### config.mk
export PLATFORM = sky130hd
export DESIGN_NAME = vmem_seq
export DESIGN_NICKNAME = d
export VERILOG_FILES = /design/src/rtl/vmem_seq.sv
export SDC_FILE = /design/constraint.sdc
export NUM_CORES = 1
export LEC_CHECK = 0
export CORE_MARGIN = 8
export CORE_UTILIZATION = 51
export DETAILED_ROUTE_END_ITERATION = 7
export PLACE_DENSITY = 0.86
export SLEW_MARGIN = 20
export SYNTH_ARGS = -nofsm -noshare
export SYNTH_HDL_FRONTEND = slang
export SYNTH_SLANG_ARGS = --single-unit
### constraint.sdc
create_clock -name clk -period 18.9 [get_ports clk]
set_clock_uncertainty 0.2 [all_clocks]
set_input_delay 3.78 -clock clk [delete_from_list [all_inputs] [get_ports clk]]
set_output_delay 3.78 -clock clk [all_outputs]
set_load 0.02 [all_outputs]
### src/rtl/vmem_seq.sv
// Vector load/store sequencer: takes over the data-memory port and walks
// one element per cycle, stalling the pipeline until the vector is moved.
module vmem_seq #(
   parameter int LANES  = 4,
   parameter int DATA_W = 32,
   parameter int ADDR_W = 32
) (
   input  logic                     clk,
   input  logic                     rst,
   input  logic                     req,
   input  logic                     memSrc,
   input  logic                     memWrite,
   input  logic [ADDR_W-1:0]        base_addr,
   input  logic [LANES*DATA_W-1:0]  vdata_in,
   input  logic [DATA_W-1:0]        mem_rdata,
   output logic                     mem_own,
   output logic [ADDR_W-1:0]        mem_addr,
   output logic                     mem_we,
   output logic [DATA_W-1:0]        mem_wdata,
   output logic                     stall,
   output logic [LANES*DATA_W-1:0]  vdata_out,
   output logic                     done
);

   // state     | meaning
   // IDLE      | waiting for a vector request; scalar accesses pass through
   // STORE     | one element written per cycle, lane idx
   // LOAD      | address of lane idx issued; data of lane idx-1 captured
   // LOAD_LAST | no new address; data of the last lane captured
   // DONE      | one-cycle completion pulse, pipeline released

   localparam int IDX_W  = (LANES > 1) ? $clog2(LANES) : 1;
   localparam int STRIDE = DATA_W / 8;
   localparam logic [IDX_W-1:0] LAST_IDX = IDX_W'(LANES - 1);

   typedef enum logic [2:0] {
      IDLE      = 3'd0,
      STORE     = 3'd1,
      LOAD      = 3'd2,
      LOAD_LAST = 3'd3,
      DONE      = 3'd4
   } state_t;

   state_t                    r_state;
   state_t                    w_state_nxt;
   logic [IDX_W-1:0]          r_idx;
   logic [ADDR_W-1:0]         r_base;
   logic [LANES*DATA_W-1:0]   r_vdata;
   logic [LANES*DATA_W-1:0]   r_vdata_out;
   logic                      w_accept;
   logic                      w_busy;
   logic [ADDR_W-1:0]         w_offset;
   logic [DATA_W-1:0]         w_lane;

   always_ff @(posedge clk or posedge rst) begin
      if (rst) begin
         r_state <= IDLE;
      end else begin
         r_state <= w_state_nxt;
      end
   end

   always_comb begin
      w_lane = '0;
      for (int i = 0; i < LANES; i++) begin
         if (r_idx == IDX_W'(i)) begin
            w_lane = r_vdata[i*DATA_W +: DATA_W];
         end
      end
   end

   // Byte offset wraps modulo 2^ADDR_W together with the base add.
   assign w_offset = ADDR_W'(r_idx) * ADDR_W'(STRIDE);

   always_comb begin
      w_state_nxt = r_state;
      w_accept    = 1'b0;
      w_busy      = 1'b0;
      mem_we      = 1'b0;
      mem_wdata   = '0;
      mem_addr    = '0;
      done        = 1'b0;
      case (r_state)
         IDLE: begin
            if (req && memSrc) begin
               w_accept    = 1'b1;
               w_state_nxt = memWrite ? STORE : LOAD;
            end
         end
         STORE: begin
            w_busy    = 1'b1;
            mem_we    = 1'b1;
            mem_wdata = w_lane;
            mem_addr  = r_base + w_offset;
            if (r_idx == LAST_IDX) begin
               w_state_nxt = DONE;
            end
         end
         LOAD: begin
            w_busy   = 1'b1;
            mem_addr = r_base + w_offset;
            if (r_idx == LAST_IDX) begin
               w_state_nxt = LOAD_LAST;
            end
         end
         LOAD_LAST: begin
            w_busy      = 1'b1;
            mem_addr    = r_base + w_offset;
            w_state_nxt = DONE;
         end
         DONE: begin
            done        = 1'b1;
            w_state_nxt = IDLE;
         end
         default: begin
            w_state_nxt = IDLE;
         end
      endcase
   end

   // The accept-cycle stall is combinational on req, so it must be masked
   // while reset holds the state register.
   assign stall     = w_busy | (w_accept & ~rst);
   assign mem_own   = w_busy;
   assign vdata_out = r_vdata_out;

   always_ff @(posedge clk or posedge rst) begin
      if (rst) begin
         r_idx       <= '0;
         r_base      <= '0;
         r_vdata     <= '0;
         r_vdata_out <= '0;
      end else begin
         case (r_state)
            IDLE: begin
               if (req && memSrc) begin
                  r_base  <= base_addr;
                  r_vdata <= vdata_in;
                  r_idx   <= '0;
               end
            end
            STORE: begin
               r_idx <= r_idx + IDX_W'(1);
            end
            LOAD: begin
               for (int i = 0; i < LANES - 1; i++) begin
                  if (r_idx == IDX_W'(i + 1)) begin
                     r_vdata_out[i*DATA_W +: DATA_W] <= mem_rdata;
                  end
               end
               if (r_idx != LAST_IDX) begin
                  r_idx <= r_idx + IDX_W'(1);
               end
            end
            LOAD_LAST: begin
               r_vdata_out[(LANES-1)*DATA_W +: DATA_W] <= mem_rdata;
               r_idx <= '0;
            end
            default: begin
            end
         endcase
      end
   end

endmodule

======== Yosys cells after proc, flatten, opt, wreduce, memory -nomap -nowiden ========
Index checks and enable logic that the tools add are counted.
word-level totals
  register bits ........................... 293
  logic and storage cells ................. 55
  output and inout port bits .............. 196
  bits of input ports ..................... 197
cells by class
  muxes and demuxes ....................... 19
  bitwise logic cells ..................... 3
  reduce and logical (&&, ||, !) cells .... 11
  $add $sub $neg .......................... 2
  equality and inequality tests ........... 12
operators with widths
  operator             count
  $mux 32              6
  $add 32x4->32        1
  $pmux 3 s4           1
  $ne 2x2->1 const B   5
  $mux 3               3
  $pmux 2 s4           1
  $reduce_and 2->1     4
  $eq 3x2->1 const B   2
  $mux 2               3
  $reduce_and 3->1     2
  $mux 1               5
  $eq 2x2->1 const B   2
  $reduce_bool 4->1    1
  $eq 3x1->1 const B   1
  $eq 3x3->1 const B   1
  $logic_not 3->1      1
  $reduce_or 3->1      1
  $add 2x1->2 const B  1
  $eq 2x1->1 const B   1
  $logic_not 2->1      1
  $and 1x1->1          1
  $logic_and 1x1->1    1
  $not 1->1            1
  $or 1x1->1           1

======== Longest topological paths before layout ========
  depth in word-level cells ............... 6
  gate-level depth with buffers ........... 8
  depth with buffers taken out ............ 6

======== Least setup slack after synthesis ========
No wires, ideal clock.
  path type ............................... input port to output port
  start point ............................. input port req
  end point ............................... output port stall
  stages on the path ...................... 5
  buffers on the path ..................... 2
  required time ........................... 14,920 ps
  data arrival time ....................... 5,080 ps
  path slack .............................. 9,840 ps
  cells stage by stage .................... nand2_1 or4_1 clkbuf_1 buf_2 o21ai_0
between the ends
  word-level cells in the longest chain between the ends .. 5
RTL lines
  what                line  text
  start: declaration  10    input logic req,
  $logic_and 1x1->1   85    if (req && memSrc) begin
  $mux 1              85
  $mux 1              83    case (r_state)
  $and 1x1->1         123   assign stall = w_busy | (w_accept & ~rst);
  $or 1x1->1          123
  end: declaration    20    output logic stall,
Every way passes these cells.

======== Worst setup path after layout ========
Ends and elaborated chain as after synthesis.

==> results.py <==
metrics = {
    "clock_tree": {
        "cts_root_buf": "clkbuf_16",
        "clock-sinks": 293,
        "clk_latency_ps": 550,
        "cts-resized-gates": 0,
        "cts_tree": "yes",
        "cts-buffers-inserted": 31,
        "post_cts_buffers": 0,
        "htreeDepth": 1,
        "cts_buffer_depth": 3,
        "ctsHoldBuffers": 0,
        "clk_pin_slew_worst_paths_ps": 60,
    },
    "synthesis": {
        "seq_area_frac_synth_pct": 56.3,
        "synth_seq_cells": 293,
        "yosys.area.top_type_share_pct": 56.3,
        "synth_edf_count": 0,
        "synth_area_leaders": "dfrtp_1, mux2_2, mux2_1, nand2_1, a211o_1",
        "async_flop_share_pct": 100,
        "synth_area_um2": 13000,
        "syn_area_per_cell_um2": 12.5,
        "ys_types": 39,
        "ys_dominant_reg_cell": "dfrtp_1",
        "syn_nets": 1247,
        "yosysTopAreaCell": "dfrtp_1",
        "yosysWarnings": 0,
        "synthCells": 1043,
    },
    "timing": {
        "slew_violations": 0,
        "finalSetupTns_ps": 0,
        "rsz0062_at_grt": "false",
        "min_period_ps": 9980,
        "tightestPinTransition_ps": 957,
        "fmax_mhz": 100,
        "setup_violations": 0,
        "relSlewSlack_pct": 36.2,
        "final-hold-violation-count": 0,
        "finalCritPeriodShare_pct": 52.8,
    },
    "status": {
        "outcome": "finished, final reports clean",
    },
    "pwr": {
        "power.leakage_nw": 7.78,
        "switching_share_pct": 36.8,
        "p_clk_share_pct": 18.6,
        "intPower_w": 0.00203,
        "ir_drop_mv": 0.130,
        "power_density_nw_per_um2": 176,
        "combinationalPowerShare_pct": 46.9,
        "p_switching_w": 0.00118,
        "power.total_w": 0.00321,
        "pwr-share-seq_pct": 34.6,
    },
    "critical_path": {
        "cp.arrival_ps": 6000,
        "crit_type": "primary input to output pin",
        "cp-start-kind": "primary input",
        "slowest_delay_ps": 670,
        "crit_chain": "clkdlybuf4s50_1 -> nand2_1 -> or4_4 -> o21ai_0 -> clkdlybuf4s50_1",
        "crit_path_end_kind": "output pin",
        "r2r-start": "r_idx[1]$_DFFE_PP0P_",
        "crit_top_cell": "clkdlybuf4s50_1",
        "worstPathRequired_ps": 14920,
        "setup.worst_path.start": "req",
        "path_max_fanout": 26,
        "crit_slowest_cell": "or4_4",
    },
    "cells_and_area": {
        "fin_nets": 1609,
        "syn_to_final_growth_pct": 39.7,
        "finalInstanceArea_um2": 18200,
        "finish.utilization_pct": 72.4,
        "drive_gt1_share_pct": 18.0,
        "nFillCells": 1651,
    },
    "drt": {
        "drtIter0Drc": 677,
        "first_pass_iters": 5,
        "viasPerCell": 5.54,
        "num_vias": 9764,
        "ant_nets": 0,
        "wl_per_cell_um": 22.0,
        "drc": 0,
        "routed_wirelength_um": 38700,
    },
    "place": {
        "io_buffer_count": 392,
        "dp_hpwl_um": 27000,
        "placed_cell_area_um2": 17200,
        "place.gp.congestion": 0.816,
    },
    "floorplan": {
        "row_count": 58,
        "coreArea_um2": 25100,
        "die_area_um2": 30900,
        "start_util_pct": 51.8,
        "ios": 393,
        "die_w_um": 176,
        "fp.dieH_um": 176,
    },
    "min_path": {
        "hp-start": "r_vdata[14]$_DFFE_PP0N_",
        "worstHoldPathType": "register to register",
    },
    "global_route": {
        "first_global_vias": 10400,
        "gr-total-overflow": 0,
        "track_usage_pct": 24.4,
        "grt_max_degree": 164,
        "grt_antenna_before_repair": 6,
        "grt_pass1_wl_um": 60100,
    },
    "flow_run": {
        "drv_cap": 0,
    },
}
-- placed cells by master (no fill, tap or decap), types with 4 or more instances in the layout --
cell | netlist | final
and4_1 | 4 | 4
dfrtp_1 | 293 | 293
nor2_1 | 15 | 15
and3_1 | 7 | 7
o31ai_1 | 8 | 8
a211oi_1 | 32 | 32
or3_1 | 9 | 9
inv_1 | 40 | 39
a21oi_1 | 50 | 50
mux2_2 | 187 | 187
nand2_1 | 81 | 81
and2_1 | 7 | 7
clkbuf_16 | 0 | 31
and3b_1 | 32 | 32
buf_4 | 0 | 11
mux2_1 | 66 | 66
clkbuf_8 | 0 | 11
nand3_1 | 8 | 8
o21ai_0 | 44 | 44
nand4_1 | 6 | 6
diode_2 | 0 | 6
xnor2_1 | 6 | 6
xor2_1 | 6 | 6
or4_1 | 9 | 8
clkdlybuf4s50_1 | 0 | 392
clkbuf_1 | 43 | 7
a211o_1 | 32 | 32
-- power by group through the flow --
stage          Combinational (W)  Clock, W  Sequential [W]
2_1_floorplan           0.000709         0         0.00122
3_3_place_gp             0.00148         0         0.00109
3_5_place_dp             0.00151         0         0.00111
4_1_cts                  0.00152  0.000609         0.00111
5_1_grt                  0.00161  0.000630         0.00115
6_report                 0.00150  0.000596         0.00111
-- synth_stat cells, types with 7 or more instances --
library cell,n
and3b_1,32
dfrtp_1,293
a211o_1,32
o31ai_1,8
nor2_1,15
o21ai_0,44
and2_1,7
nand3_1,8
buf_2,28
a211oi_1,32
mux2_1,66
and3_1,7
inv_1,40
nand2_1,81
or3_1,9
clkbuf_1,43
or4_1,9
mux2_2,187
a21oi_1,50
-- cell families after synthesis --
family                   count (synthesis)  share of synthesized area [%]
AND/OR/NAND/NOR                        191                           8.14
flip-flops                             293                           56.3
multiplexers                           256                           22.1
AO/OA/AOI/OAI                          169                           8.27
XOR/XNOR                                12                          0.808
buffers and inverters                  115                           3.59
adder cells (fa/ha/maj)                  7                          0.731
-- metrics by stage --
step	std cells	setup slack [ps]	hold WS (ps)
floorplan	1043	6830	257
detailed placement	1702	8900	274
global placement	1702	8950	266
global route	1760	8830	292
CTS	1755	8910	287
finish	1761	8920	284
-- final timing paths --
kind                                                  end  slack (ps)  depth (start not counted)
worst max register to register  vdata_out[73]$_DFFE_PP0P_       15840                          5
worst min register to register    r_vdata[14]$_DFFE_PP0N_         280                          1
worst min-delay path              r_vdata[14]$_DFFE_PP0N_         280                          1
worst max-delay path                                stall        8920                          5
max in group asynchronous         r_vdata[25]$_DFFE_PP0N_       13390                          3
min in group asynchronous        r_vdata[102]$_DFFE_PP0N_        3590                          2
-- flip-flops by register name, summed over array words and instances, names as in the netlist --
register	count
r_base	32
r_idx	2
r_state	3
r_vdata	128
vdata_out	128
-- cell type report --
type / instances / area (um2) / area share, %
Timing Repair Buffer: 404 / 4030 / 22.1
Multi-Input combinational cell: 635 / 5240 / 28.8
Clock buffer: 49 / 953 / 5.24
Sequential cell: 293 / 7330 / 40.3
Inverter: 40 / 158 / 0.867
Clock inverter: 4 / 53.8 / 0.296
Tap cell: 330 / 413 / 2.27
Antenna cell: 6 / 15.0 / 0.0826
-- worst max-delay path, delay by kind of cell --
family | cells | cell delay, ps
buffers and inverters | 2 | 1120
AOI/OAI and AO/OA | 1 | 220
and+or+nand+nor | 2 | 860
-- layer usage --
| layer | track usage, % | part of all wire, % | vias to the layer above |
|---|---|---|---|
| li1 | - | - | 4426 |
| met1 | 29.8 | 39 | 4879 |
| met2 | 39.5 | 48 | 391 |
| met3 | 9.25 | 11 | 66 |
| met4 | 7.38 | 2.5 | 2 |
| met5 | 0 | 0.034 | - |
Power figures use the tool's default switching activity.
